**src/rtl/instr_encoder.sv**
```systemverilog
// instr_encoder: turns field-level commands into RV32I words written sequentially to imem
module instr_encoder #(
  parameter int ADDR_W     = 12,
  parameter int BASE_ADDR  = 0,
  parameter int IMEM_WORDS = 1024
) (
  input  logic              clk,
  input  logic              rst_n,
  input  logic              start,
  input  logic [ADDR_W-1:0] start_addr,
  input  logic              in_valid,
  output logic              in_ready,
  input  logic [3:0]        in_fmt,
  input  logic [4:0]        in_rd,
  input  logic [4:0]        in_rs1,
  input  logic [4:0]        in_rs2,
  input  logic [2:0]        in_funct3,
  input  logic [6:0]        in_funct7,
  input  logic [31:0]       in_imm,
  output logic              out_valid,
  input  logic              out_ready,
  output logic [31:0]       out_instr,
  output logic [ADDR_W-1:0] out_addr,
  output logic              busy,
  output logic              done,
  output logic              err,
  output logic [1:0]        err_code,
  output logic [ADDR_W-2:0] word_count
);
  typedef enum logic [1:0] {IDLE, LOAD, DRAIN} state_t;
  localparam logic [31:0] BASE_L = 32'(BASE_ADDR);
  localparam logic [31:0] LAST_L = 32'(BASE_ADDR + 4 * (IMEM_WORDS - 1));
  localparam logic [ADDR_W-1:0] BASE_A = BASE_L[ADDR_W-1:0];
  localparam logic [ADDR_W-1:0] LAST_A = LAST_L[ADDR_W-1:0];
  state_t state_q, state_d;
  logic [ADDR_W-1:0] addr_q, addr_d, out_addr_q, out_addr_d;
  logic [ADDR_W-2:0] word_count_q, word_count_d;
  logic [31:0] out_instr_q, out_instr_d, enc;
  logic out_valid_q, out_valid_d, done_q, done_d, err_q, err_d;
  logic [1:0] err_code_q, err_code_d, code;
  logic is_end, accept, emit, drain_ok;
  logic signed [31:0] simm;
  logic i_rng, b_rng, j_rng;
  assign simm  = in_imm;
  assign i_rng = simm < -32'sd2048 || simm > 32'sd2047;
  assign b_rng = simm < -32'sd4096 || simm > 32'sd4094;
  assign j_rng = simm < -32'sd1048576 || simm > 32'sd1048574;
  // Field packing per format plus the immediate legality verdict (0 = legal)
  always_comb begin
    enc    = '0;
    code   = 2'd0;
    is_end = 1'b0;
    case (in_fmt)
      4'd0:  enc = '0;
      4'd1:  begin enc = {in_imm[11:0], in_rs1, in_funct3, in_rd, 7'b0000011}; code = i_rng ? 2'd2 : 2'd0; end
      4'd2:  begin enc = {in_imm[11:5], in_rs2, in_rs1, in_funct3, in_imm[4:0], 7'b0100011}; code = i_rng ? 2'd2 : 2'd0; end
      4'd3:  enc = {in_funct7, in_rs2, in_rs1, in_funct3, in_rd, 7'b0110011};
      4'd4:  begin enc = {in_imm[11:0], in_rs1, in_funct3, in_rd, 7'b0010011}; code = i_rng ? 2'd2 : 2'd0; end
      4'd5:  begin
        enc  = {in_imm[12], in_imm[10:5], in_rs2, in_rs1, in_funct3, in_imm[4:1], in_imm[11], 7'b1100011};
        code = b_rng ? 2'd2 : in_imm[0] ? 2'd3 : 2'd0;
      end
      4'd6:  begin
        enc  = {in_imm[20], in_imm[10:1], in_imm[11], in_imm[19:12], in_rd, 7'b1101111};
        code = j_rng ? 2'd2 : in_imm[0] ? 2'd3 : 2'd0;
      end
      4'd7:  begin enc = {in_imm[11:0], in_rs1, in_funct3, in_rd, 7'b1100111}; code = i_rng ? 2'd2 : 2'd0; end
      4'd8:  begin enc = {in_imm[31:12], in_rd, 7'b0110111}; code = in_imm[11:0] != 12'd0 ? 2'd3 : 2'd0; end
      4'd9:  begin enc = {in_imm[31:12], in_rd, 7'b0010111}; code = in_imm[11:0] != 12'd0 ? 2'd3 : 2'd0; end
      4'd15: is_end = 1'b1;
      default: code = 2'd1;
    endcase
  end
  assign in_ready = state_q == LOAD && (!out_valid_q || out_ready);
  assign accept   = in_valid && in_ready;
  assign emit     = accept && !is_end && code == 2'd0;
  assign drain_ok = !out_valid_q || out_ready;
  // Session sequencing, single output register with hold-until-ready, error pulses
  always_comb begin
    state_d      = state_q == IDLE ? (start ? LOAD : IDLE)
                 : state_q == LOAD ? ((accept && is_end) || (emit && addr_q == LAST_A) ? DRAIN : LOAD)
                 : (drain_ok ? IDLE : DRAIN);
    addr_d       = state_q == IDLE && start ? {start_addr[ADDR_W-1:2], 2'b00}
                 : emit ? addr_q + ADDR_W'(4) : addr_q;
    word_count_d = state_q == IDLE && start ? '0
                 : emit ? word_count_q + (ADDR_W-1)'(1) : word_count_q;
    out_valid_d  = emit || (out_valid_q && !out_ready);
    out_instr_d  = emit ? enc : out_instr_q;
    out_addr_d   = emit ? addr_q : out_addr_q;
    done_d       = state_q == DRAIN && drain_ok;
    err_d        = accept && code != 2'd0;
    err_code_d   = err_d ? code : err_code_q;
  end
  // State and output registers with synchronous active-low reset
  always_ff @(posedge clk) begin
    if (!rst_n) begin
      state_q      <= IDLE;
      addr_q       <= BASE_A;
      word_count_q <= '0;
      out_valid_q  <= 1'b0;
      out_instr_q  <= '0;
      out_addr_q   <= BASE_A;
      done_q       <= 1'b0;
      err_q        <= 1'b0;
      err_code_q   <= 2'd0;
    end else begin
      state_q      <= state_d;
      addr_q       <= addr_d;
      word_count_q <= word_count_d;
      out_valid_q  <= out_valid_d;
      out_instr_q  <= out_instr_d;
      out_addr_q   <= out_addr_d;
      done_q       <= done_d;
      err_q        <= err_d;
      err_code_q   <= err_code_d;
    end
  end
  assign out_valid  = out_valid_q;
  assign out_instr  = out_instr_q;
  assign out_addr   = out_addr_q;
  assign busy       = state_q == LOAD;
  assign done       = done_q;
  assign err        = err_q;
  assign err_code   = err_code_q;
  assign word_count = word_count_q;
endmodule

```
**config.mk**
```make
export PLATFORM = sky130hd
export DESIGN_NAME = instr_encoder
export DESIGN_NICKNAME = d
export VERILOG_FILES = /design/src/rtl/instr_encoder.sv
export SDC_FILE = /design/constraint.sdc
export NUM_CORES = 1
export LEC_CHECK = 0
export ABC_AREA = 0
export CORE_ASPECT_RATIO = 1.25
export CORE_MARGIN = 10
export CORE_UTILIZATION = 35
export CTS_BUF_LIST = sky130_fd_sc_hd__clkbuf_16
export CTS_CLUSTER_SIZE = 20
export DETAILED_ROUTE_END_ITERATION = 7
export GPL_TIMING_DRIVEN = 0
export PLACE_DENSITY = 0.62
export RECOVER_POWER = 50
export SLEW_MARGIN = 20
export SYNTH_ARGS = -nofsm -noshare
export SYNTH_HDL_FRONTEND = slang
export SYNTH_SLANG_ARGS = --single-unit
```
**constraint.sdc**
```tcl
create_clock -name clk -period 5.1 [get_ports clk]
set_input_delay 0.51 -clock clk [delete_from_list [all_inputs] [get_ports clk]]
set_output_delay 0.51 -clock clk [all_outputs]
set_load 0.05 [all_outputs]
```
; Word level (Yosys, flattened, before mapping)
; Index checks and enable logic that the tools add are counted.
[word_totals]
register_bits = 74
out_inout_bits = 62
word_cells = 76
[classes]
addsub = 2
magnitude_cmp = 6
eq_ne = 13
n_mux = 15
bitwise_logic = 1
n_reduce_logical = 29
[op_table]
columns = cell, count
row1 = case mux 32 bit (9 select lines), 1
row2 = greater-than comparator 32 x 12 -> 1 bit (second input constant), 1
row3 = greater-than comparator 32 x 13 -> 1 bit (second input constant), 1
row4 = greater-than comparator 32 x 21 -> 1 bit (second input constant), 1
row5 = < comparator 32 x 12 -> 1 bit (second input constant), 1
row6 = < comparator 32 x 13 -> 1 bit (second input constant), 1
row7 = < comparator 32 x 21 -> 1 bit (second input constant), 1
row8 = 2-to-1 mux 12 bit, 2
row9 = 2-to-1 mux 2 bit, 9
row10 = == test 4 x 3 -> 1 bit (second input constant), 4
row11 = adder 12 x 3 -> 12 bit (second input constant), 1
row12 = == test 12 bit (second input constant), 1
row13 = == test 4 bit (second input constant), 3
row14 = nonzero test 12 bit, 1
row15 = adder 11 x 1 -> 11 bit (second input constant), 1
row16 = logical AND 1 bit, 10
row17 = case mux 2 bit (5 select lines), 1
row18 = == test 4 x 2 -> 1 bit (second input constant), 2
row19 = logical OR 1 bit, 6
row20 = == test 4 x 1 -> 1 bit (second input constant), 1
row21 = zero test 2 bit, 2
row22 = zero test 4 bit, 1
row23 = nonzero test 2 bit, 2
row24 = OR reduction 2 bit, 2
row25 = 7 further kinds, 10

; Longest topological paths before layout
; Gate-level depths: netlist of the first run.
[logic_depth]
word_depth = 11
ltp_mapped = 11
mapped_depth_nobuf = 7

; Worst setup path before layout of the first run
; OpenSTA, ideal clock, no wires.
[synth_timing]
path_type = input -> register
start = input in_imm[29]
end = register state_q[0]
arrival_ps = 2615
required_time_ps = 4983
setup_slack_ps = 2368
stages = 8
n_path_buf = 1
cell_sequence = nor4_1 -> nand3_1 -> or3_1 -> and3_1 -> or3_1 -> buf_6 -> or4_1 -> a22o_1
[synth_via]
elab_chain_len = 11
elab_cells_between_ends = 20
[synth_rtl]
columns = item, line
row1 = "start, declared", 19  ; input logic [31:0] in_imm,
row2 = "< comparator 32 x 21 -> 1 bit, or another cell as far along", 47  ; assign j_rng = simm < -32'sd1048576 || simm > 32'sd1048574;
row3 = "logical OR 1 bit, on equally long branches", "47, 45, 46"
row4 = "2-to-1 mux 2 bit, on equally long branches", -
row5 = case mux 2 bit (5 select lines) *, 53  ; case (in_fmt)
row6 = zero test 2 bit *, 76  ; assign emit = accept && !is_end && code == 2'd0;
row7 = logical AND 1 bit *, 76
row8 = logical AND 1 bit *, 81  ; : state_q == LOAD ? ((accept && is_end) || (emit && addr_q == LAST_A) ? DRAIN : LOAD)
row9 = logical OR 1 bit *, 81
row10 = 2-to-1 mux 2 bit * (2 in a row), 81
row11 = 2-to-1 mux 2 bit *, 80  ; state_d = state_q == IDLE ? (start ? LOAD : IDLE)
row12 = "end signal, assigned", 107  ; state_q <= state_d;
row13 = "end, declared", 35  ; state_t state_q, state_d;
; Mark *: on every way between the ends. The rest lies on a longest branch, timed or not.
; A chain may end at the register's enable or synchronous reset.

; Worst setup path after layout of the first run
[layout_timing]
start = input in_fmt[2]
end = register out_instr_q[28] (netlist: out_instr[28])
[layout_via]
elab_chain_len = 5
elab_cells_between_ends = 21
[layout_rtl]
columns = item, line
row1 = "start, declared", 13  ; input logic [3:0] in_fmt,
row2 = "== test 4 x 3 -> 1 bit, or another cell as far along", 53
row3 = "OR reduction 4 bit (no line), or another cell as far along", -
row4 = case mux 2 bit (5 select lines) or zero test 1 bit (tied branches), "53, 76"
row5 = zero test 2 bit or logical AND 1 bit (tied branches), 76
row6 = logical AND 1 bit, 76
row7 = "end signal, assigned", 111  ; out_instr_q <= out_instr_d;
row8 = "end, declared", 38  ; logic [31:0] out_instr_q, out_instr_d, enc;
; Several ways; a longest one is shown, not always the timed one.

==> results of run 1 <==
-- report_power, final --
part           switching (mW)  internal (mW)  leakage (nW)  total, mW
Sequential             0.0216          0.558         0.559      0.580
Clock                   0.241          0.321         0.121      0.562
Combinational           0.206          0.135          1.42      0.341
-- sequential cells by signal, summed over array words and instances (netlist names) --
signal / cells
word_count: 11
out_valid: 1
state_q: 2
err: 1
addr_q: 10
done: 1
out_addr: 10
out_instr: 31
err_code: 2
-- worst min-delay path by stage --
stage                    end  slack [ps]
5_1_grt                 done         480
6_report                done         450
3_3_place_gp   out_instr[31]         450
3_5_place_dp            done         440
2_1_floorplan           done         420
4_1_cts                 done         450
-- cells in the mapped netlist, drive strengths merged, types with 3 or more instances --
cell type | count | area [sq um]
or3 | 5 | 31.3
o21ai | 30 | 150
a22oi | 13 | 97.6
o22a | 4 | 35.0
clkbuf | 28 | 105
o2bb2ai | 19 | 229
dfxtp | 69 | 1380
inv | 6 | 22.5
a31oi | 9 | 56.3
a222oi | 6 | 60.1
o21a | 4 | 30.0
a32oi | 7 | 61.3
and3 | 5 | 31.3
nand4 | 12 | 75.1
nand2 | 27 | 101
nor3 | 10 | 55.1
nand3 | 30 | 150
or4 | 16 | 120
nor2b | 10 | 62.6
nand2b | 3 | 18.8
buf | 17 | 123
a22o | 20 | 175
nor2 | 32 | 120
and2 | 7 | 43.8
a211oi | 4 | 35.0
nor4 | 9 | 62.6
or2 | 3 | 18.8
a21oi | 56 | 280
o31ai | 15 | 113
-- cell families after synthesis --
family	after synthesis	synth area share (%)
AOI/OAI and AO/OA	201	35.6
and+or+nand+nor	174	23.0
DFF	69	34.1
buffers and inverters	53	6.37
adders and majority gates	2	0.618
xor gates and xnor gates	1	0.216
other	1	0.0926
-- layer usage --
layer	track usage [%]	part of all wire (%)
met1	21.1	39
met2	32.5	49
met3	7.26	9.1
met4	7.59	2.9
met5	0	0
-- worst max-delay path, cell delays in order --
cell and delay, ps:
clkdlybuf4s50_1 510, buf_4 180, nor4bb_1 660, nand2_1 110, a21oi_1 190, a21oi_1 110
and2_1 160, buf_2 180, a21oi_1 750, buf_2 440, o2bb2ai_2 130
-- cell usage in the layout (no fill, tap or decap), types with 8 or more instances in the layout --
cell type	instances
nor4_1	8
dfxtp_1	69
nor2b_1	10
o21ai_0	29
a31oi_1	9
nand2_1	27
a22o_1	20
o2bb2ai_2	10
a21oi_1	56
clkdlybuf4s50_1	71
clkbuf_1	28
or4_1	16
dlygate4sd3_1	62
nand3_1	30
nor2_1	32
a22oi_1	13
nand4_1	12
o2bb2ai_1	9
nor3_1	9
clkbuf_16	9
o31ai_1	15
-- metrics by stage --
step           area [sq um]  hold WS (ps)  power (mW)  utilization, %
2_1_floorplan          4050           421       0.781               -
3_5_place_dp           5550           442       0.933            49.6
3_3_place_gp           5550           450       0.929            49.6
4_1_cts                5810           452        1.49            51.9
6_report               5810           454        1.48            51.9
5_1_grt                5810           475        1.54            51.9
-- layout make-up --
cell class                 count  share of cell area [%]
inverter                       8                   0.517
timing repair buffer         133                    22.9
multi-input combinational    380                    41.5
clock buffer                   9                    3.88
sequential                    69                    23.8
clock inverter                 5                   0.538
antenna                        1                  0.0431
tap                          135                    2.91
buffer                        45                    3.92
==> summary.txt, run 1 <==
Run status
  • Status: finished, final reports clean

Placed design
  • Final RePlAce weighted congestion: 0.888
  • HPWL Detailed: between 10000 and 15000 um
  • PortBufs: 133
  • Placement Setup Slack: 1100 ps
  • Placed Cells: 770

Setup path
  • CP Launch Point: in_fmt[2]
  • Crit path required time: 5370 ps
  • R2R Path Start: out_valid
  • CP endpoint kind: flip-flop
  • Worst r2r dst: out_instr[28]
  • Critical path arrival: 3940 ps
  • Crit Path Max Fanout: 10
  • Worst R2R Setup Slack: 2380 ps
  • R2R depth: 9
  • Startpoint Class: input port
  • CP Class: input port to flip-flop
  • Critical path endpoint: out_instr[28]

Clocking
  • CTS Buf Count: 9
  • CTS clk-pin slew, worst paths: approximately 60 ps
  • H-tree levels: 3
  • CTS Root Cell: clkbuf_16
  • CTS Buffer Depth: 2
  • Post-CTS Resized: 0
  • Post-CTS setup buffers: 0
  • CTS tree: yes
  • Worst-Skew Late Latency: between 300 and 400 ps
  • Sink Count: between 60 and 70
  • # hold bufs at CTS: 0

Global route
  • Antenna violations before repair: 1
  • First-pass GRT wire length: 25200 um
  • Largest net degree at the start of global routing: 12
  • GRT Util Overall: 19.2%
  • Grt ovf: 0
  • Vias in the first global route: 4828

Timing
  • Rel. slew slack: 38.7%
  • Total negative slack: 0 ps
  • Min Tclk post-route: 3670 ps
  • Final Cycle Share: 71.9%
  • Final setup vio count: 0
  • RSZ-0062 raised after global routing: no
  • Setup Skew: about 4.6 ps
  • Hold violation total from the final report: 0
  • Fmax: ~270 MHz
  • Slew at the pin with the worst max-slew slack: a little over 900 ps
  • Setup ws final: 1430 ps
  • Fin. max-slew vios: 0

Logic synthesis
  • Mapped cell area: 0.00405 sq mm
  • Syn avg cell area: 8.08 sq um
  • Syn. warnings: 0
  • Fraction of registers with async set/reset: 0%
  • Post-synth EDFFs: 0
  • Yosys cell types: 57
  • Yosys reg bits: 69
  • Top_reg_cell synth: dfxtp_1
  • Cells after Synth: 501
  • Sequential fraction of the synthesis area: 34.1%

Routing
  • First-pass DRT Iterations: 6
  • WL final: about 16000 um
  • Via total after detailed routing: 4688
  • Vias per std cell: 5.97
  • DR WL/cell: 20.3 um
  • Post-DRT Antenna Nets: 0
  • Number of DRC markers in iteration 0: about 320
  • DRC: 0

Worst hold path
  • Min-delay src: state_q[0]
  • Hold Crit Class: flip-flop to flip-flop
  • Hold Crit Depth: 1

Finish
  • Layout Nets: 726
  • Register area: between 0.001 and 0.0015 sq mm
  • Fillers: ~1100
  • Share of layout cells above drive strength 1: under 10%
  • Area Growth Syn to Fin: 43.5%
  • Layout Cells excl Fill: 785
  • Multi-input logic area: roughly 0.0024 sq mm

Die
  • Initial Util: roughly 36%
  • Chip Height: 140 um
  • Io pins: 140
  • Die Area: roughly 0.016 sq mm
  • Row count: 43
  • Die Span X: 116 um
  • Core area: 0.0112 sq mm

Power and ir drop
  • Leak Pwr: about 2.1 nW
  • Max VDD drop: 0.135 mV
  • P per Cell Area: 255 mW/mm^2

Flow run
  • Max-cap viol count: 0
Note: power is estimated with default switching activity, not from simulation.
==> run 2: changes to the inputs <==
==> constraint.sdc (replaced) <==
create_clock -name clk -period 3.8 [get_ports clk]
set_input_delay 0.38 -clock clk [delete_from_list [all_inputs] [get_ports clk]]
set_output_delay 0.38 -clock clk [all_outputs]
set_load 0.05 [all_outputs]
==> results of run 2 <==
The final DEF is identical to that of run 1. Status: finished, final reports clean.
Among the figures that moved: setup slack after placement 1100 ps -> -74.3 ps; setup slack after layout 1430 ps -> 264 ps; register-to-register setup slack 2380 ps -> 1080 ps; total power 1.48 mW -> 1.99 mW; worst IR drop on VDD 0.135 mV -> 0.182 mV
